File: config.mk
export PLATFORM = sky130hd
export DESIGN_NAME = z_core_lsu_flat
export DESIGN_NICKNAME = d
export VERILOG_FILES = /design/src/rtl/z_core_pkg.sv /design/src/rtl/z_core_lsu_if.sv /design/src/rtl/z_core_lsu_align.sv /design/src/rtl/z_core_lsu.sv /design/src/flat_wrapper.sv
export SDC_FILE = /design/constraint.sdc
export NUM_CORES = 1
export LEC_CHECK = 0
export ABC_CLOCK_PERIOD_IN_PS = 4900
export CORE_AREA = 2 2 171 89
export CTS_CLUSTER_DIAMETER = 80
export DETAILED_ROUTE_END_ITERATION = 12
export DIE_AREA = 0 0 173 91
export DONT_BUFFER_PORTS = 1
export GPL_ROUTABILITY_DRIVEN = 0
export GPL_TIMING_DRIVEN = 0
export PLACE_DENSITY = 0.81
export RECOVER_POWER = 50
export SLEW_MARGIN = 25
export SYNTH_ARGS = -nofsm -noshare
export SYNTH_HDL_FRONTEND = slang
export SYNTH_SLANG_ARGS = --single-unit
File: constraint.sdc
create_clock -name clk -period 4.9 [get_ports clk]
set_input_delay 0.735 -clock clk [delete_from_list [all_inputs] [get_ports clk]]
set_output_delay 0.735 -clock clk [all_outputs]
set_load 0.01 [all_outputs]
File: src/rtl/z_core_pkg.sv
// Shared definitions for the z_core load/store unit: funct3 size codes,
// FSM state encodings, response codes and a funct3 legality helper.
package z_core_pkg;

  // RISC-V funct3 size/sign codes; bit 2 selects zero extension on loads.
  localparam logic [2:0] F3Byte  = 3'b000;
  localparam logic [2:0] F3Half  = 3'b001;
  localparam logic [2:0] F3Word  = 3'b010;
  localparam logic [2:0] F3Dbl   = 3'b011;
  localparam logic [2:0] F3ByteU = 3'b100;
  localparam logic [2:0] F3HalfU = 3'b101;
  localparam logic [2:0] F3WordU = 3'b110;

  // LSU FSM state encodings.
  localparam logic [1:0] StIdle  = 2'd0;
  localparam logic [1:0] StBeat0 = 2'd1;
  localparam logic [1:0] StBeat1 = 2'd2;
  localparam logic [1:0] StResp  = 2'd3;

  // Completion status carried into the response.
  typedef enum logic [1:0] {
    RespOk,
    RespBusErr,
    RespMisaligned,
    RespUnsupported
  } lsu_resp_e;

  // True when funct3 names an access the LSU implements; wide = 64-bit bus.
  function automatic logic f3_supported(input logic wen, input logic [2:0] funct3,
                                        input logic wide);
    if (wen) begin
      return (funct3 inside {F3Byte, F3Half, F3Word}) || (wide && funct3 == F3Dbl);
    end
    return (funct3 inside {F3Byte, F3Half, F3Word, F3ByteU, F3HalfU}) ||
           (wide && (funct3 inside {F3Dbl, F3WordU}));
  endfunction

endpackage

File: src/rtl/z_core_lsu_if.sv
// Bundle of the core request/response and memory bus signals of the LSU.
// slave: the LSU's view. master: the core + memory side driving it.
interface z_core_lsu_if #(
  parameter int unsigned DATA_WIDTH = 32,
  parameter int unsigned ADDR_WIDTH = 32,
  parameter int unsigned STRB_WIDTH = DATA_WIDTH / 8
);
  logic                  req_valid;
  logic                  req_ready;
  logic                  req_wen;
  logic [2:0]            req_funct3;
  logic [ADDR_WIDTH-1:0] req_addr;
  logic [DATA_WIDTH-1:0] req_wdata;
  logic                  resp_valid;
  logic [DATA_WIDTH-1:0] resp_rdata;
  logic                  resp_err;
  logic                  resp_misaligned;
  logic                  mem_req;
  logic                  mem_wen;
  logic [ADDR_WIDTH-1:0] mem_addr;
  logic [DATA_WIDTH-1:0] mem_wdata;
  logic [STRB_WIDTH-1:0] mem_wstrb;
  logic [DATA_WIDTH-1:0] mem_rdata;
  logic                  mem_ready;
  logic                  mem_err;

  modport slave (
    input  req_valid, req_wen, req_funct3, req_addr, req_wdata,
    input  mem_rdata, mem_ready, mem_err,
    output req_ready, resp_valid, resp_rdata, resp_err, resp_misaligned,
    output mem_req, mem_wen, mem_addr, mem_wdata, mem_wstrb
  );

  modport master (
    output req_valid, req_wen, req_funct3, req_addr, req_wdata,
    output mem_rdata, mem_ready, mem_err,
    input  req_ready, resp_valid, resp_rdata, resp_err, resp_misaligned,
    input  mem_req, mem_wen, mem_addr, mem_wdata, mem_wstrb
  );
endinterface

File: src/rtl/z_core_lsu_align.sv
// Combinational lane alignment for the LSU: store data/strobe placement over a
// two-beat window, misalignment detection, and load byte extraction/extension.
module z_core_lsu_align
  import z_core_pkg::*;
#(
  parameter int unsigned DATA_WIDTH = 32,
  parameter int unsigned STRB_WIDTH = DATA_WIDTH / 8
) (
  // request side (store placement, misalignment)
  input  logic [2:0]                   req_funct3_i,
  input  logic [$clog2(STRB_WIDTH)-1:0] req_offset_i,
  input  logic [DATA_WIDTH-1:0]        req_wdata_i,
  output logic [DATA_WIDTH-1:0]        wdata_lo_o,
  output logic [DATA_WIDTH-1:0]        wdata_hi_o,
  output logic [STRB_WIDTH-1:0]        wstrb_lo_o,
  output logic [STRB_WIDTH-1:0]        wstrb_hi_o,
  output logic                         misaligned_o,
  // load side (uses the captured request attributes)
  input  logic [2:0]                   ld_funct3_i,
  input  logic [$clog2(STRB_WIDTH)-1:0] ld_offset_i,
  input  logic [DATA_WIDTH-1:0]        ld_rdata_lo_i,
  input  logic [DATA_WIDTH-1:0]        ld_rdata_hi_i,
  output logic [DATA_WIDTH-1:0]        ld_rdata_o
);

  logic [3:0]              req_nbytes;
  logic [DATA_WIDTH-1:0]   wdata_masked;
  logic [2*DATA_WIDTH-1:0] wdata_wide;
  logic [2*STRB_WIDTH-1:0] strb_wide;

  // Store path: keep only the access bytes, then place them across two beats.
  always_comb begin
    req_nbytes   = 4'd1 << req_funct3_i[1:0];
    wdata_masked = '0;
    strb_wide    = '0;
    for (int i = 0; i < int'(STRB_WIDTH); i++) begin
      if (i < int'(req_nbytes)) wdata_masked[8*i +: 8] = req_wdata_i[8*i +: 8];
    end
    for (int i = 0; i < int'(2 * STRB_WIDTH); i++) begin
      strb_wide[i] = (i >= int'(req_offset_i)) &&
                     (i < int'(req_offset_i) + int'(req_nbytes));
    end
    wdata_wide   = {{DATA_WIDTH{1'b0}}, wdata_masked} << {req_offset_i, 3'b000};
    misaligned_o = (int'(req_offset_i) + int'(req_nbytes)) > int'(STRB_WIDTH);
  end

  assign wdata_lo_o = wdata_wide[DATA_WIDTH-1:0];
  assign wdata_hi_o = wdata_wide[2*DATA_WIDTH-1:DATA_WIDTH];
  assign wstrb_lo_o = strb_wide[STRB_WIDTH-1:0];
  assign wstrb_hi_o = strb_wide[2*STRB_WIDTH-1:STRB_WIDTH];

  logic [3:0]              ld_nbytes;
  logic [2*DATA_WIDTH-1:0] rdata_shift;
  logic [DATA_WIDTH-1:0]   rdata_raw;
  logic                    msb;
  logic                    fill;

  // Load path: merge both beats, shift the access down to byte 0, then extend.
  always_comb begin
    ld_nbytes   = 4'd1 << ld_funct3_i[1:0];
    rdata_shift = {ld_rdata_hi_i, ld_rdata_lo_i} >> {ld_offset_i, 3'b000};
    rdata_raw   = rdata_shift[DATA_WIDTH-1:0];
    case (ld_funct3_i[1:0])
      2'b00:   msb = rdata_raw[7];
      2'b01:   msb = rdata_raw[15];
      2'b10:   msb = rdata_raw[31];
      default: msb = rdata_raw[DATA_WIDTH-1];
    endcase
    fill       = msb & ~ld_funct3_i[2];
    ld_rdata_o = '0;
    for (int i = 0; i < int'(STRB_WIDTH); i++) begin
      ld_rdata_o[8*i +: 8] = (i < int'(ld_nbytes)) ? rdata_raw[8*i +: 8] : {8{fill}};
    end
  end

endmodule

File: src/rtl/z_core_lsu.sv
// RISC-V load/store unit: accepts one core request at a time, issues one bus
// beat (or two for a split misaligned access) and returns a one-cycle response.
// Optional feature macro: Z_CORE_LSU_MISALIGN_SPLIT_EN splits misaligned
// accesses into two aligned beats instead of rejecting them.
module z_core_lsu
  import z_core_pkg::*;
#(
  parameter int unsigned DATA_WIDTH = 32,
  parameter int unsigned ADDR_WIDTH = 32,
  parameter int unsigned STRB_WIDTH = DATA_WIDTH / 8
) (
  input logic           clk,
  input logic           reset,
  z_core_lsu_if.slave   bus
);

  localparam int unsigned OffW = $clog2(STRB_WIDTH);
`ifdef Z_CORE_LSU_MISALIGN_SPLIT_EN
  localparam bit SplitEn = 1'b1;
`else
  localparam bit SplitEn = 1'b0;
`endif

  logic [1:0]            state_q, state_d;
  logic                  mem_req_q, mem_req_d;
  logic                  mem_wen_q, mem_wen_d;
  logic [ADDR_WIDTH-1:0] mem_addr_q, mem_addr_d;
  logic [DATA_WIDTH-1:0] mem_wdata_q, mem_wdata_d;
  logic [STRB_WIDTH-1:0] mem_wstrb_q, mem_wstrb_d;
  lsu_resp_e             resp_code_q, resp_code_d;
  logic [DATA_WIDTH-1:0] resp_rdata_q, resp_rdata_d;
  logic [2:0]            funct3_q, funct3_d;
  logic [OffW-1:0]       offset_q, offset_d;
  logic                  wen_q, wen_d;
  logic                  split_q, split_d;
  logic [DATA_WIDTH-1:0] wdata_hi_q, wdata_hi_d;
  logic [STRB_WIDTH-1:0] wstrb_hi_q, wstrb_hi_d;
  logic [DATA_WIDTH-1:0] rdata_lo_q, rdata_lo_d;

  logic [OffW-1:0]       req_offset;
  logic [DATA_WIDTH-1:0] wdata_lo, wdata_hi, ld_rdata, ld_rdata_lo;
  logic [STRB_WIDTH-1:0] wstrb_lo, wstrb_hi;
  logic                  misaligned;
  logic                  supported;

  assign req_offset  = bus.req_addr[OffW-1:0];
  assign supported   = f3_supported(bus.req_wen, bus.req_funct3, DATA_WIDTH == 64);
  // In BEAT1 the first beat's word sits in rdata_lo_q; otherwise it is on the bus.
  assign ld_rdata_lo = (state_q == StBeat1) ? rdata_lo_q : bus.mem_rdata;

  z_core_lsu_align #(
    .DATA_WIDTH (DATA_WIDTH),
    .STRB_WIDTH (STRB_WIDTH)
  ) u_align (
    .req_funct3_i  (bus.req_funct3),
    .req_offset_i  (req_offset),
    .req_wdata_i   (bus.req_wdata),
    .wdata_lo_o    (wdata_lo),
    .wdata_hi_o    (wdata_hi),
    .wstrb_lo_o    (wstrb_lo),
    .wstrb_hi_o    (wstrb_hi),
    .misaligned_o  (misaligned),
    .ld_funct3_i   (funct3_q),
    .ld_offset_i   (offset_q),
    .ld_rdata_lo_i (ld_rdata_lo),
    .ld_rdata_hi_i (bus.mem_rdata),
    .ld_rdata_o    (ld_rdata)
  );

  // Next-state logic: request decode, beat sequencing and response capture.
  always_comb begin
    state_d      = state_q;
    mem_req_d    = 1'b0;
    mem_wen_d    = mem_wen_q;
    mem_addr_d   = mem_addr_q;
    mem_wdata_d  = mem_wdata_q;
    mem_wstrb_d  = mem_wstrb_q;
    resp_code_d  = resp_code_q;
    resp_rdata_d = resp_rdata_q;
    funct3_d     = funct3_q;
    offset_d     = offset_q;
    wen_d        = wen_q;
    split_d      = split_q;
    wdata_hi_d   = wdata_hi_q;
    wstrb_hi_d   = wstrb_hi_q;
    rdata_lo_d   = rdata_lo_q;
    unique case (state_q)
      StIdle: begin
        if (bus.req_valid) begin
          funct3_d = bus.req_funct3;
          offset_d = req_offset;
          wen_d    = bus.req_wen;
          split_d  = 1'b0;
          if (!supported) begin
            state_d      = StResp;
            resp_code_d  = RespUnsupported;
            resp_rdata_d = '0;
          end else if (misaligned && !SplitEn) begin
            state_d      = StResp;
            resp_code_d  = RespMisaligned;
            resp_rdata_d = '0;
          end else begin
            state_d     = StBeat0;
            mem_req_d   = 1'b1;
            mem_wen_d   = bus.req_wen;
            mem_addr_d  = {bus.req_addr[ADDR_WIDTH-1:OffW], {OffW{1'b0}}};
            mem_wstrb_d = bus.req_wen ? wstrb_lo : '1;
            mem_wdata_d = bus.req_wen ? wdata_lo : '0;
            wdata_hi_d  = wdata_hi;
            wstrb_hi_d  = wstrb_hi;
            split_d     = misaligned;
          end
        end
      end
      StBeat0: begin
        if (bus.mem_ready) begin
          rdata_lo_d = bus.mem_rdata;
          if (bus.mem_err) begin
            state_d      = StResp;
            resp_code_d  = RespBusErr;
            resp_rdata_d = '0;
          end else if (split_q) begin
            state_d     = StBeat1;
            mem_req_d   = 1'b1;
            mem_addr_d  = mem_addr_q + ADDR_WIDTH'(STRB_WIDTH);
            mem_wstrb_d = wen_q ? wstrb_hi_q : '1;
            mem_wdata_d = wen_q ? wdata_hi_q : '0;
          end else begin
            state_d      = StResp;
            resp_code_d  = RespOk;
            resp_rdata_d = wen_q ? '0 : ld_rdata;
          end
        end
      end
      StBeat1: begin
        if (bus.mem_ready) begin
          state_d = StResp;
          if (bus.mem_err) begin
            resp_code_d  = RespBusErr;
            resp_rdata_d = '0;
          end else begin
            resp_code_d  = RespOk;
            resp_rdata_d = wen_q ? '0 : ld_rdata;
          end
        end
      end
      StResp:  state_d = StIdle;
      default: state_d = StIdle;
    endcase
  end

  // State and output registers with asynchronous reset.
  always_ff @(posedge clk or posedge reset) begin
    if (reset) begin
      state_q      <= StIdle;
      mem_req_q    <= 1'b0;
      mem_wen_q    <= 1'b0;
      mem_addr_q   <= '0;
      mem_wdata_q  <= '0;
      mem_wstrb_q  <= '1;
      resp_code_q  <= RespOk;
      resp_rdata_q <= '0;
      funct3_q     <= '0;
      offset_q     <= '0;
      wen_q        <= 1'b0;
      split_q      <= 1'b0;
      wdata_hi_q   <= '0;
      wstrb_hi_q   <= '0;
      rdata_lo_q   <= '0;
    end else begin
      state_q      <= state_d;
      mem_req_q    <= mem_req_d;
      mem_wen_q    <= mem_wen_d;
      mem_addr_q   <= mem_addr_d;
      mem_wdata_q  <= mem_wdata_d;
      mem_wstrb_q  <= mem_wstrb_d;
      resp_code_q  <= resp_code_d;
      resp_rdata_q <= resp_rdata_d;
      funct3_q     <= funct3_d;
      offset_q     <= offset_d;
      wen_q        <= wen_d;
      split_q      <= split_d;
      wdata_hi_q   <= wdata_hi_d;
      wstrb_hi_q   <= wstrb_hi_d;
      rdata_lo_q   <= rdata_lo_d;
    end
  end

  assign bus.req_ready       = (state_q == StIdle);
  assign bus.resp_valid      = (state_q == StResp);
  assign bus.resp_rdata      = resp_rdata_q;
  assign bus.resp_err        = (resp_code_q != RespOk);
  assign bus.resp_misaligned = (resp_code_q == RespMisaligned);
  assign bus.mem_req         = mem_req_q;
  assign bus.mem_wen         = mem_wen_q;
  assign bus.mem_addr        = mem_addr_q;
  assign bus.mem_wdata       = mem_wdata_q;
  assign bus.mem_wstrb       = mem_wstrb_q;

endmodule

File: src/flat_wrapper.sv
// flat-port wrapper written by rule: the top's interface ports become plain ports
module z_core_lsu_flat import z_core_pkg::*;
#(
  parameter int unsigned DATA_WIDTH = 32,
  parameter int unsigned ADDR_WIDTH = 32,
  parameter int unsigned STRB_WIDTH = DATA_WIDTH / 8
)
  (clk, reset, bus_req_valid, bus_req_wen, bus_req_funct3, bus_req_addr, bus_req_wdata, bus_mem_rdata, bus_mem_ready, bus_mem_err, bus_req_ready, bus_resp_valid, bus_resp_rdata, bus_resp_err, bus_resp_misaligned, bus_mem_req, bus_mem_wen, bus_mem_addr, bus_mem_wdata, bus_mem_wstrb);
  z_core_lsu_if #(.DATA_WIDTH(DATA_WIDTH), .ADDR_WIDTH(ADDR_WIDTH), .STRB_WIDTH(STRB_WIDTH)) bus_i ();
  input logic clk;
  input logic reset;
  input wire logic [$bits(bus_i.req_valid)-1:0] bus_req_valid;
  input wire logic [$bits(bus_i.req_wen)-1:0] bus_req_wen;
  input wire logic [$bits(bus_i.req_funct3)-1:0] bus_req_funct3;
  input wire logic [$bits(bus_i.req_addr)-1:0] bus_req_addr;
  input wire logic [$bits(bus_i.req_wdata)-1:0] bus_req_wdata;
  input wire logic [$bits(bus_i.mem_rdata)-1:0] bus_mem_rdata;
  input wire logic [$bits(bus_i.mem_ready)-1:0] bus_mem_ready;
  input wire logic [$bits(bus_i.mem_err)-1:0] bus_mem_err;
  output wire logic [$bits(bus_i.req_ready)-1:0] bus_req_ready;
  output wire logic [$bits(bus_i.resp_valid)-1:0] bus_resp_valid;
  output wire logic [$bits(bus_i.resp_rdata)-1:0] bus_resp_rdata;
  output wire logic [$bits(bus_i.resp_err)-1:0] bus_resp_err;
  output wire logic [$bits(bus_i.resp_misaligned)-1:0] bus_resp_misaligned;
  output wire logic [$bits(bus_i.mem_req)-1:0] bus_mem_req;
  output wire logic [$bits(bus_i.mem_wen)-1:0] bus_mem_wen;
  output wire logic [$bits(bus_i.mem_addr)-1:0] bus_mem_addr;
  output wire logic [$bits(bus_i.mem_wdata)-1:0] bus_mem_wdata;
  output wire logic [$bits(bus_i.mem_wstrb)-1:0] bus_mem_wstrb;
  assign bus_i.req_valid = bus_req_valid;
  assign bus_i.req_wen = bus_req_wen;
  assign bus_i.req_funct3 = bus_req_funct3;
  assign bus_i.req_addr = bus_req_addr;
  assign bus_i.req_wdata = bus_req_wdata;
  assign bus_i.mem_rdata = bus_mem_rdata;
  assign bus_i.mem_ready = bus_mem_ready;
  assign bus_i.mem_err = bus_mem_err;
  assign bus_req_ready = bus_i.req_ready;
  assign bus_resp_valid = bus_i.resp_valid;
  assign bus_resp_rdata = bus_i.resp_rdata;
  assign bus_resp_err = bus_i.resp_err;
  assign bus_resp_misaligned = bus_i.resp_misaligned;
  assign bus_mem_req = bus_i.mem_req;
  assign bus_mem_wen = bus_i.mem_wen;
  assign bus_mem_addr = bus_i.mem_addr;
  assign bus_mem_wdata = bus_i.mem_wdata;
  assign bus_mem_wstrb = bus_i.mem_wstrb;
  z_core_lsu #(.DATA_WIDTH(DATA_WIDTH), .ADDR_WIDTH(ADDR_WIDTH), .STRB_WIDTH(STRB_WIDTH)) u_core (.clk(clk), .reset(reset), .bus(bus_i));
endmodule
==> results.md, run 1 <==
* Outcome: complete, but fails checks
* Core area at roughly 14,000 µm²
* EDFF count, synth at 0
* RR Startpoint: u_core.state_q[0]$_DFFE_PP0P_
* Final setup margin at 1.46 ns
* Post-route clock period utilization at ~70%
* Crit-path max cell delay at 0.35 ns
* Period minus WS final at roughly 3.4 ns
* Clock Pin Slew Worst Setup and Hold Paths at approximately 0.060 ns
* First-pass GRT wire length at about 35,000 µm
* Setup crit end kind: flip-flop
* Worst slew pin tran at between 2 and 2.5 ns
* Critical path class: input port to flip-flop
* Post-route antenna net violation count at 0
* Mapped Area at between 7000 and 8000 µm²
* Largest cells by area after synthesis: dfrtp_1 (45%), mux2_2 (11%), mux2i_1 (10%)
* Clk_skew at about 0.009 ns
* Maximum clock path buffer count at 2
* Post-CTS sizing at 0
* Worst setup startpoint: bus_req_funct3[0]
* Post-synth cell types at just over 50
* Total number of vias at 6,030
* Comb pwr share at 42.4%
* Post-layout util at approximately three fifths
* Sequential cell area fraction in the yosys report at approximately 46%
* Failing checks: max-capacitance violations, max-slew violations
* Layout area overhead at 11.3%
* Pre-CTS WS at 1.12 ns
* Largest net degree at the start of global routing at a little over 90
* Startpoint type of the worst setup path: input port
* Ports at about 210
* Ant diodes at 0
* CP required at 5.19 ns
* Wirelength per Cell at between 20 and 25 µm
* Unrepaired setup endpoints after global routing: no
* Sw Ratio at 41.7%
* HPWL after detailed placement at roughly 17,000 µm
* Initial antenna violation count at 0
* Post-cts hold buffer count at 0
* Dpl cells at roughly 900
* Leakage power at 3.85 nW
* Final setup violation count at 0
* Fmax at between 0.2 and 0.3 GHz
* Die area at 15,700 µm²
* Max cap viols at 1
* Die height at 91 µm
* Final Non-Filler Cells at approximately 930
* CTS sink count at roughly 140
* Hold_ws at ~0.44 ns
* Vias in the first global route at approximately 6,200
* Post-DR vias/cell at approximately 6.5
* Clock share of power at about 21%
* Worst skew pair latency at 0.42 ns
* CP cell instances: buf_2 -> or2_2 -> clkbuf_1 -> inv_1 -> ha_1 -> ha_1 -> inv_1 -> a31oi_1 -> a21oi_1 -> o2111ai_2 -> buf_4 -> buf_6 -> mux2_1
* Mapped Cells at roughly 700
* CTS buffer count at 17
* Pwr/cell area at 742 nW/µm²
* Sequential Power Share at between 30% and 40%
* Total Power at 6.39 mW
* Cell Rows at 31
* Slew margin rel. at -59.2%
* Cell taking the most area after synthesis: dfrtp_1
* Arrival @ worst endpoint at about 3.7 ns
* Root Buffer Master: clkbuf_16
* Count of pins over their slew limit at 52
* CP max FO at 10
* Final hold violations at 0
* Routed WL at around 23,000 µm
* Initial core utilization at between 50% and 60%
* Gr usage total at 29.4%
* Share of post-route cells with drive strength above 1 at a little under a quarter
* GRT overflow at 0
* DRT iter0 DRCs at between 600 and 700
* Yosys top cell area share at between 40% and 50%
* Flop and latch count out of synthesis at 142
* Pint at approximately 3.7 mW
* Chip Width at ~170 µm
* Setup bufs post-CTS at 0
* CTS tree: built
* Worst Hold Launch: bus_req_wdata[7]
* H-tree Lvls at 4
* Slowest CP cell: or2_2
* Peak VDD IR at a little over 0.3 mV
* Yosys warns at 0
* Worst Hold Class: input port to flip-flop
* DR DRC count at 0
* Top_reg_cell synth: dfrtp_1
* Fin nets at 836
* First-pass DRT Iterations at 5
* Ys async rst share at 100%
* Syn Area/Cell at 11.0 µm²
* Switch Pwr at 2.66 mW
* I/O Buffers at 0
[worst max-delay path, delay by kind of cell]
| kind | cells | cell delay [ns] |
|---|---|---|
| buf+inv | 6 | 1.09 |
| simple gates | 1 | 0.35 |
| mux | 1 | 0.34 |
| compound gates | 3 | 0.72 |
| fa+ha+maj | 2 | 0.50 |
[state kept, by name (all words and copies together) (netlist names)]
| register | flops |
|---|---|
| u_core.bus.resp_rdata | 32 |
| u_core.offset_q | 2 |
| u_core.bus.mem_wstrb | 4 |
| u_core.bus.mem_wen | 1 |
| u_core.bus.mem_wdata | 32 |
| u_core.rdata_lo_q | 32 |
| u_core.bus.mem_req | 1 |
| u_core.wen_q | 1 |
| u_core.funct3_q | 3 |
| u_core.bus.mem_addr | 30 |
| u_core.resp_code_q | 2 |
| u_core.state_q | 2 |
[cell usage after synthesis, types with 6 or more instances]
master,number
o31ai_1,11
a32o_1,16
buf_6,6
inv_1,35
nor2_1,16
o22ai_1,8
a211oi_1,23
ha_1,8
nand2_1,91
a21oi_1,6
mux2_1,6
buf_2,18
o21ai_0,40
mux4_2,8
buf_1,8
mux2i_1,79
clkbuf_1,17
a22oi_1,12
mux2_2,78
a32oi_1,8
o2bb2ai_1,7
nor2b_1,16
dfrtp_1,138
buf_4,7
[path summary, 6_finish.rpt]
check,to,slack (ns),depth (start not counted)
setup / recovery,u_core.bus.mem_wdata[9]$_DFFE_PP0P_,1.46,13
hold / removal,u_core.bus.mem_wdata[7]$_DFFE_PP0P_,0.44,2
setup reg to reg,u_core.bus.resp_rdata[24]$_DFFE_PP0P_,2.11,9
hold reg to reg,u_core.wen_q$_DFFE_PP0P_,0.51,1
max in group asynchronous,u_core.rdata_lo_q[18]$_DFFE_PP0P_,2.85,2
min in group asynchronous,u_core.bus.mem_wdata[22]$_DFFE_PP0P_,0.84,1
[routing by layer]
layer | track usage [%] | vias to the layer above | share of wire, % | wire length [µm]
li1 | - | 2568 | - | -
met1 | 40.4 | 2944 | 42 | 9520
met2 | 40.5 | 443 | 41 | 9340
met3 | 14.6 | 75 | 15 | 3420
met4 | 9.11 | 0 | 2.7 | 624
met5 | 0 | - | 0 | 0
[cell type report]
| cell class | count | area (µm²) |
|---|---|---|
| Fill cell | 1138 | 5590 |
| Multi-Input combinational cell | 470 | 3740 |
| Sequential cell | 142 | 3560 |
| Clock buffer | 18 | 429 |
| Buffer | 56 | 304 |
| Tap cell | 198 | 248 |
| Clock inverter | 14 | 168 |
| Inverter | 35 | 133 |
| Timing Repair Buffer | 1 | 27.5 |
[power by group through the flow]
stage / Combinational (mW) / Clock [mW] / Sequential, mW
after floorplan: 2.01 / 0 / 2.20
after global placement: 2.52 / 0 / 2.33
after detailed placement: 2.64 / 0 / 2.37
after CTS: 2.65 / 1.34 / 2.35
after global routing: 2.90 / 1.40 / 2.41
final: 2.71 / 1.33 / 2.35
[stage by stage]
step           area (µm²)  setup TNS [ns]
5_1_grt              8610               0
4_1_cts              8610               0
3_3_place_gp         7980         -116.07
6_report             8610               0
3_5_place_dp         8020               0
2_1_floorplan        7730               0
[cells in the final DEF, fill, tap and decap left out, types with 4 or more instances in the layout]
cell type / netlist / routed
a211oi_1: 23 / 23
a21oi_1: 6 / 6
a22oi_1: 12 / 12
a32o_1: 16 / 16
a32oi_1: 8 / 8
buf_1: 8 / 8
buf_2: 18 / 18
buf_4: 7 / 7
buf_6: 6 / 6
clkbuf_1: 17 / 18
clkbuf_16: 0 / 17
clkinv_2: 0 / 4
dfrtp_1: 138 / 138
dfstp_2: 4 / 4
ha_1: 8 / 8
inv_1: 35 / 34
mux2_1: 6 / 6
mux2_2: 78 / 78
mux2i_1: 79 / 79
mux4_2: 8 / 8
nand2_1: 91 / 91
nor2_1: 16 / 16
nor2b_1: 16 / 16
o21a_1: 4 / 4
o21ai_0: 40 / 40
o22ai_1: 8 / 8
o2bb2ai_1: 7 / 7
o31ai_1: 11 / 11
[kinds of logic (layout without fill, tap and decap cells)]
kind of cell,count (synthesis),after routing,synth area share [%]
flops,142,142,46.0
xor+xnor,2,2,0.227
buf+inv,91,124,5.63
mux,172,172,25.1
compound gates,144,144,13.5
fa+ha+maj,8,8,1.29
simple gates,142,142,8.14
other cells,1,2,0.0485
Note: power is estimated with default switching activity, not from simulation.
==> inputs of run 2 (changes only) <==
- ABC_AREA: not set -> 1
- ABC_CLOCK_PERIOD_IN_PS: 4900 -> 3190
- CORE_AREA: 2 2 171 89 -> 2 2 174 91
- DIE_AREA: 0 0 173 91 -> 0 0 176 93
- PLACE_DENSITY: 0.81 -> 0.8
- clock period: 4.9 -> 3.19 ns (I/O delays scaled with it)
==> run 2 against run 1 <==
Against the previous run:
- register-to-register slack got worse by 1.6 ns
- largest power group unchanged
- synthesized cell count up 51%
- wire length is 14% higher
- clock skew grew 0.0028 ns
- the flow now finishes without violations
- via count increased by 28%
- highest routed layer unchanged
- design area up 3.4%
- final cell count rose by 40%
- core utilization shrank 1.0 points
- synthesized area up 3.3%
- non-clock buffer count rose by 19
- clock power grew 50%
- largest cell class unchanged
==> results.md, run 2 <==
* Commonest cells post-synth: nand2_1 (351), dfrtp_1 (138), nand3_1 (105) (was dfrtp_1 (138), nand2_1 (91), mux2i_1 (79))
* Yosys warns at 0 (unchanged)
* Slew margin rel. at 12.3% (was -59.2%)
* Count of pins over their slew limit at 0 (was 52)
* Post-route setup TNS at 0 ns (unchanged)
* GRT overflow at 0 (unchanged)
* CP cell instances: buf_2 -> inv_2 -> clkbuf_1 -> o21ai_0 -> nand2_1 -> inv_1 -> ha_1 -> or2_1 -> nand3_1 -> nand3_1 -> nand3_2 -> buf_6 -> buf_6 -> nand2_1 -> o21ai_1 (was buf_2 -> or2_2 -> clkbuf_1 -> inv_1 -> ha_1 -> ha_1 -> inv_1 -> a31oi_1 -> a21oi_1 -> o2111ai_2 -> buf_4 -> buf_6 -> mux2_1)
* H-tree Lvls at 4 (unchanged)
* Arrival @ worst endpoint at 3.02 ns (was 3.74 ns)
* Period minus WS final at around 2.7 ns
* Mapped Cells at 1,062 (was 702)
* Clock share of power at 20.6% (was 20.7%)
* Syn Area/Cell at 7.52 µm² (was 11.0 µm²)
* Unrepaired setup endpoints after global routing: no (unchanged)
* Post-CTS sizing at 0 (unchanged)
* CP required at 3.53 ns (was 5.19 ns)
* Layout area overhead at 11.5% (was 11.3%)
* Die area at 16,400 µm² (was 15,700 µm²)
* Total Power at 9.65 mW (was 6.39 mW)
* EDFF count, synth at 0 (unchanged)
* DR DRC count at 0 (unchanged)
* First-pass DRT Iterations at 8 (was 5)
* Gr usage total at 32.2% (was 29.4%)
* Comb pwr share at 44.2% (was 42.4%)
* Filler Cell Count at 1,348 (was 1,138)
* CTS buffer count at 17 (unchanged)
* Ports at 211 (unchanged)
* Flop and latch count out of synthesis at 142 (unchanged)
* Initial antenna violation count at 0 (unchanged)
* Worst Hold Class: input port to flip-flop (unchanged)
* Die height at 93 µm (was 91 µm)
* Peak VDD IR at 0.462 mV (was 0.308 mV)
* Post-DR vias/cell at 5.91 (was 6.46)
* Routed WL at 26,000 µm (was 22,900 µm)
* Final hold violations at 0 (unchanged)
* Post-route antenna net violation count at 0 (unchanged)
* Largest net degree at the start of global routing at 34 (was 92)
* Cell Rows at 32 (was 31)
* Wirelength per Cell at 20.0 µm (was 24.5 µm)
* Pint at 5.10 mW (was 3.72 mW)
* Sequential Power Share at 35.1% (was 36.8%)
* Post-synth cell types at 38 (was 51)
* Final setup violation count at 0 (unchanged)
* Count leader, synth: nand2_1 (was dfrtp_1)
* Core area at 14,900 µm² (was 14,200 µm²)
* Slowest CP cell: clkbuf_1 (was or2_2)
* DRT iter0 DRCs at 830 (was 687)
* Switch Pwr at 4.55 mW (was 2.66 mW)
* Commonest non-fill, non-tap cell in the layout: nand2_1 (was dfrtp_1)
* Clk_skew at 0.0119 ns (was 0.00916 ns)
* CTS tree: built (unchanged)
* Leakage power at 4.32 nW (was 3.85 nW)
* Share of post-route cells with drive strength above 1 at 11.9% (was 22.6%)
* Total number of vias at 7,708 (was 6,030)
* Sequential cell area fraction in the yosys report at 44.6% (was 46.0%)
* Most frequent cells in the layout: nand2_1 (352), dfrtp_1 (138), nand3_1 (105), o21ai_0 (88), nor2_1 (73) (was dfrtp_1 (138), nand2_1 (91), mux2i_1 (79), mux2_2 (78), o21ai_0 (40))
* Mapped Area at 7990 µm² (was 7730 µm²)
* Cell taking the most area after synthesis: dfrtp_1 (unchanged)
* Post-route clock period utilization at a little over four fifths
* Worst slew pin tran at 1.31 ns (was 2.37 ns)
* Fin nets at 1,200 (was 836)
* Setup crit end kind: flip-flop (unchanged)
* Clock Pin Slew Worst Setup and Hold Paths at 0.06 ns (about the same)
* Top_reg_cell synth: dfrtp_1 (unchanged)
* HPWL after detailed placement at 19,800 µm (was 17,400 µm)
* Initial core utilization at 53.5% (was 54.5%)
* Outcome: complete, no violations (was complete, but fails checks)
* First-pass GRT wire length at 40,000 µm (was 35,400 µm)
* Largest cells by area after synthesis: dfrtp_1 (43%), nand2_1 (16%), nand3_1 (6.6%) (was dfrtp_1 (45%), mux2_2 (11%), mux2i_1 (10%))
* Yosys top cell area share at 43.2% (was 44.7%)
* Maximum clock path buffer count at 2 (unchanged)
* Vias in the first global route at 7,233 (was 6,173)
* Ant diodes at 0 (unchanged)
* Hold_ws at 0.188 ns (was 0.445 ns)
* Root Buffer Master: clkbuf_16 (unchanged)
* Sw Ratio at 47.2% (was 41.7%)
* Pwr/cell area at 1080 nW/µm² (was 742 nW/µm²)
* Worst skew pair latency at 0.42 ns (about the same)
* CP max FO at 10 (unchanged)
* Fmax at roughly 0.37 GHz
* Critical path class: input port to flip-flop (unchanged)
* Ys async rst share at 100% (unchanged)
* Crit-path max cell delay at 0.39 ns (was 0.35 ns)
* Chip Width at 176 µm (was 173 µm)
* CTS sink count at 142 (unchanged)
* Max cap viols at 0 (was 1)
* I/O Buffers at 0 (unchanged)
* Startpoint type of the worst setup path: input port (unchanged)
==> run 2: cell types whose count changed after synthesis, sizes merged, moves of 60 or more <==
| cell | change |
|---|---|
| nand2 | +265 |
| mux2i | -79 |
| nand3 | +105 |
| mux2 | -74 |
| o21ai | +111 |
| nor2 | +60 |
==> run 2: cells by family (layout without fill, tap and decap cells) <==
kind of cell | count (synthesis) | count (layout) | share of synthesized area, %
fa+ha+maj | 8 | 8 | 1.25
simple gates | 545 | 545 | 27.9
buf+inv | 135 | 172 | 8.59
other cells | 1 | 2 | 0.0470
compound gates | 221 | 221 | 16.3
mux | 10 | 10 | 1.41
flops | 142 | 142 | 44.6
==> run 2: routing by layer <==
| layer | global-route usage [%] | share of wire (%) | up-vias |
|---|---|---|---|
| li1 | - | - | 3527 |
| met1 | 46.2 | 42 | 3588 |
| met2 | 41.2 | 37 | 529 |
| met3 | 17.8 | 18 | 64 |
| met4 | 7.85 | 2.2 | 0 |
| met5 | 0 | 0 | - |
==> run 2: repair_timing <==
action | 4_1_cts | 5_1_grt
endpoints found under the hold margin | 17 | 0
endpoints found under the setup margin | 0 | 0
hold buffers | 1 | 0
buffers inserted | 0 | 0
==> run 2: worst max-delay path: cells and delay by family <==
kind            cells  cell delay, ns
compound gates      2            0.24
fa+ha+maj           1            0.30
buf+inv             6            1.14
simple gates        6            0.84
==> run 2: power by group through the flow <==
stage / Sequential (mW) / Clock [mW] / Combinational [mW]
floorplan: 3.24 / 0 / 3.04
global placement: 3.40 / 0 / 3.97
detailed placement: 3.42 / 0 / 4.08
CTS: 3.40 / 2.01 / 4.11
global route: 3.48 / 2.08 / 4.69
finish: 3.39 / 1.99 / 4.27
==> run 2: layout make-up <==
| type | count | area (µm²) | share of cell area [%] |
|---|---|---|---|
| plain buffers | 71 | 443 | 4.98 |
| clock buffers | 17 | 425 | 4.78 |
| clock inverters | 15 | 150 | 1.69 |
| inverters | 64 | 244 | 2.74 |
| multi-input cells | 786 | 3740 | 42.1 |
| flip-flops and latches | 142 | 3560 | 40.0 |
| well taps | 204 | 255 | 2.87 |
| repair buffers | 5 | 82.6 | 0.928 |
==> run 2: final timing paths <==
path | startpoint | endpoint | slack, ns | cells past startpoint
worst max-delay path | bus_req_addr[1] | u_core.bus.resp_rdata[6]$_DFFE_PP0P_ | 0.51 | 15
worst min-delay path | bus_req_valid | u_core.bus.mem_req$_DFF_PP0_ | 0.19 | 2
worst max register to register | u_core.state_q[0]$_DFFE_PP0P_ | u_core.bus.resp_rdata[17]$_DFFE_PP0P_ | 0.52 | 9
worst min register to register | u_core.rdata_lo_q[6]$_DFFE_PP0P_ | u_core.rdata_lo_q[6]$_DFFE_PP0P_ | 0.49 | 2
max in group asynchronous | reset | u_core.bus.mem_wstrb[0]$_DFFE_PP1P_ | 0.55 | 4
min in group asynchronous | reset | u_core.rdata_lo_q[29]$_DFFE_PP0P_ | 0.73 | 2
==> run 2: per-stage QoR <==
step / instances / worst slack [ns] / area, µm² / utilization (%)
global route: 1304 / 0.165 / 8900 / 59.6
global placement: 1267 / 0.157 / 8250 / 55.2
detailed placement: 1271 / 0.145 / 8330 / 55.8
finish: 1304 / 0.514 / 8900 / 59.6
CTS: 1304 / 0.575 / 8910 / 59.7
floorplan: 1063 / 0.701 / 7990 / -
==> inputs of run 3 (changes only) <==
- ABC_AREA: 1 -> 0
- ABC_CLOCK_PERIOD_IN_PS: 3190 -> 2600
- CORE_AREA: 2 2 174 91 -> 2 2 171 89
- DIE_AREA: 0 0 176 93 -> 0 0 173 91
- PLACE_DENSITY: 0.8 -> 0.81
- clock period: 3.19 -> 2.6 ns (I/O delays scaled with it)
==> run 3 against run 2 <==
Against the previous run:
- first-iteration DRC count down 7.7%
- critical path depth down 2
- register-to-register slack worse by 0.39 ns
- worst hold slack worse by 0.084 ns
- via count down 21%
- design area down 1.1%
- sequential share of layout area up 0.46 points
- global-route usage down 2.1 points
- clock power up 23%
- wire length down 9.5%
- worst setup slack worse by 0.48 ns
- power up 27%
- critical endpoint is now u_core.bus.mem_wdata[8]$_DFFE_PP0P_
- largest power group unchanged
==> results.md, run 3 (synthesis results as in run 1) <==
* Post-DR vias/cell at 6.49 (was 5.91)
* Post-route clock period utilization at a little over nine tenths
* Chip Width at 173 µm (was 176 µm)
* Core area at 14,200 µm² (was 14,900 µm²)
* Peak VDD IR at 0.624 mV (was 0.462 mV)
* Leakage power at 3.90 nW (was 4.32 nW)
* Clock Pin Slew Worst Setup and Hold Paths at 0.07 ns (was 0.06 ns)
* CP required at 2.89 ns (was 3.53 ns)
* Routed WL at 23,600 µm (was 26,000 µm)
* Period minus WS final at roughly 2.6 ns
* Most frequent CP cell: ha_4
* CTS buffer count at 17 (unchanged)
* Crit-path max cell delay at 0.32 ns (was 0.39 ns)
* Pre-CTS WS at -0.336 ns (was 0.145 ns)
* Cell Rows at 31 (was 32)
* Setup crit end kind: flip-flop (unchanged)
* Largest net degree at the start of global routing at 34 (unchanged)
* Most frequent cells in the layout: dfrtp_1 (137), nand2_1 (91), mux2i_1 (79), mux2_2 (78), o21ai_0 (38) (was nand2_1 (352), dfrtp_1 (138), nand3_1 (105), o21ai_0 (88), nor2_1 (73))
* DRT iter0 DRCs at 766 (was 830)
* CP cell instances: buf_2 -> or2_4 -> clkbuf_8 -> inv_4 -> ha_4 -> ha_4 -> nor3_1 -> a31oi_4 -> a21oi_4 -> o2111ai_4 -> buf_6 -> buf_8 -> mux2_1 (was buf_2 -> inv_2 -> clkbuf_1 -> o21ai_0 -> nand2_1 -> inv_1 -> ha_1 -> or2_1 -> nand3_1 -> nand3_1 -> nand3_2 -> buf_6 -> buf_6 -> nand2_1 -> o21ai_1)
* Pwr/cell area at 1390 nW/µm² (was 1080 nW/µm²)
* Final hold violations at 0 (unchanged)
* Die area at 15,700 µm² (was 16,400 µm²)
* Arrival @ worst endpoint at 2.85 ns (was 3.02 ns)
* Placed Area at 8130 µm² (was 8330 µm²)
* Worst slew pin tran at 1.40 ns (was 1.31 ns)
* Commonest non-fill, non-tap cell in the layout: dfrtp_1 (was nand2_1)
* Total number of vias at 6,088 (was 7,708)
* Gr usage total at 30.0% (was 32.2%)
* Design area at 8800 µm² (was 8900 µm²)
* Final setup violation count at 0 (unchanged)
* Vias in the first global route at 6,191 (was 7,233)
* CTS tree: built (unchanged)
* DR DRC count at 0 (unchanged)
* CTS sink count at 142 (unchanged)
* Worst skew pair latency at 0.41 ns (was 0.42 ns)
* Final setup margin at 0.0363 ns (was 0.514 ns)
* Ports at 211 (unchanged)
* Fin nets at 840 (was 1,200)
* HPWL after detailed placement at 18,100 µm (was 19,800 µm)
* CP max FO at 10 (unchanged)
* Initial core utilization at 54.5% (was 53.5%)
* Slew margin rel. at 6.17% (was 12.3%)
* Share of post-route cells with drive strength above 1 at 24.5% (was 11.9%)
* Clk_skew at 0.0153 ns (was 0.0119 ns)
* First-pass DRT Iterations at 6 (was 8)
* Maximum clock path buffer count at 2 (unchanged)
* Ant diodes at 0 (unchanged)
* Worst Hold Class: input port to flip-flop (unchanged)
* I/O Buffers at 0 (unchanged)
* Root Buffer Master: clkbuf_16 (unchanged)
* Outcome: complete, no violations (unchanged)
* H-tree Lvls at 4 (unchanged)
* Slowest CP cell: nor3_1 (was clkbuf_1)
* Count of pins over their slew limit at 0 (unchanged)
* Startpoint type of the worst setup path: input port (unchanged)
* Die height at 91 µm (was 93 µm)
* Max cap viols at 0 (unchanged)
* Post-route antenna net violation count at 0 (unchanged)
* Filler Cell Count at 1,140 (was 1,348)
* Critical path class: input port to flip-flop (unchanged)
* Fmax at between 0.3 and 0.4 GHz
* First-pass GRT wire length at 36,200 µm (was 40,000 µm)
* Wirelength per Cell at 25.1 µm (was 20.0 µm)
* Post-layout util at 62.0% (was 59.6%)
* Layout area overhead at 13.9% (was 11.5%)
* Initial antenna violation count at 0 (unchanged)
* GRT overflow at 0 (unchanged)
-- run 3: cell count changes in the layout (fill, tap and decap cells not counted), moves of 19 or more --
cell and change:
nand2_1 -261, o21ai_2 -19, inv_1 -20, o21ai_0 -50, mux2_2 +68, o21ai_1 -42, nand3_1 -102, o211ai_1 -21
nor2_1 -58, a211oi_1 +22, a21oi_1 -29, mux2i_1 +79
-- run 3: worst paths after layout --
| path | from | cells past startpoint | slack [ns] | end |
|---|---|---|---|---|
| max | bus_req_funct3[0] | 13 | 0.04 | u_core.bus.mem_wdata[8]$_DFFE_PP0P_ |
| min | bus_req_wdata[1] | 2 | 0.10 | u_core.bus.mem_wdata[1]$_DFFE_PP0P_ |
| max reg2reg | u_core.state_q[0]$_DFFE_PP0P_ | 9 | 0.13 | u_core.bus.resp_rdata[26]$_DFFE_PP0P_ |
| min reg2reg | u_core.rdata_lo_q[2]$_DFFE_PP0P_ | 1 | 0.51 | u_core.rdata_lo_q[2]$_DFFE_PP0P_ |
| max in group asynchronous | reset | 5 | 0.61 | u_core.bus.mem_wstrb[2]$_DFFE_PP1P_ |
| min in group asynchronous | reset | 2 | 0.75 | u_core.bus.mem_wdata[24]$_DFFE_PP0P_ |
-- run 3: area by class of cell --
cell class / count / area [µm²] / area share (%)
Clock buffer: 20 / 467 / 5.30
Multi-Input combinational cell: 470 / 3830 / 43.6
Inverter: 35 / 135 / 1.53
Clock inverter: 12 / 126 / 1.44
Timing Repair Buffer: 7 / 105 / 1.19
Sequential cell: 142 / 3560 / 40.4
Buffer: 54 / 328 / 3.72
Tap cell: 198 / 248 / 2.81
-- run 3: per-stage QoR --
| step | power (mW) | instances | hold slack [ns] | setup TNS (ns) |
|---|---|---|---|---|
| after CTS | 12.0 | 938 | 0.0903 | 0 |
| final | 12.2 | 938 | 0.104 | 0 |
| after global routing | 12.8 | 938 | 0.0971 | -0.0315 |
| after detailed placement | 9.53 | 905 | 0.391 | -22.89 |
| after global placement | 9.22 | 901 | 0.486 | -36.70 |
| after floorplan | 7.96 | 703 | 0.471 | -0.0245 |
-- run 3: worst max-delay path: cells and delay by family --
family / cells / cell delay [ns]
fa+ha+maj: 2 / 0.34
simple gates: 2 / 0.50
buf+inv: 5 / 0.77
compound gates: 3 / 0.50
mux: 1 / 0.32
-- run 3: repair_timing --
| action | 4_1_cts | 5_1_grt |
|---|---|---|
| pin swaps | 0 | 2 |
| hold buffers | 1 | 0 |
| gates resized for setup | 3 | 13 |
| endpoints found under the hold margin | 26 | 0 |
| setup buffers | 0 | 2 |
| endpoints found under the setup margin | 11 | 63 |
-- run 3: power breakdown --
part	switching [mW]	internal (mW)	total, mW
clock network	1.03	1.42	2.45
registers	1.15	3.27	4.42
logic	3.02	2.34	5.36
total	5.20	7.03	12.2
-- run 3: layer usage --
| metal | part of all wire (%) | up-vias | GRT usage (%) |
|---|---|---|---|
| li1 | - | 2575 | - |
| met1 | 43 | 3013 | 43.7 |
| met2 | 40 | 454 | 40.4 |
| met5 | 0 | - | 0 |
| met3 | 15 | 46 | 13.6 |
| met4 | 1.3 | 0 | 7.13 |
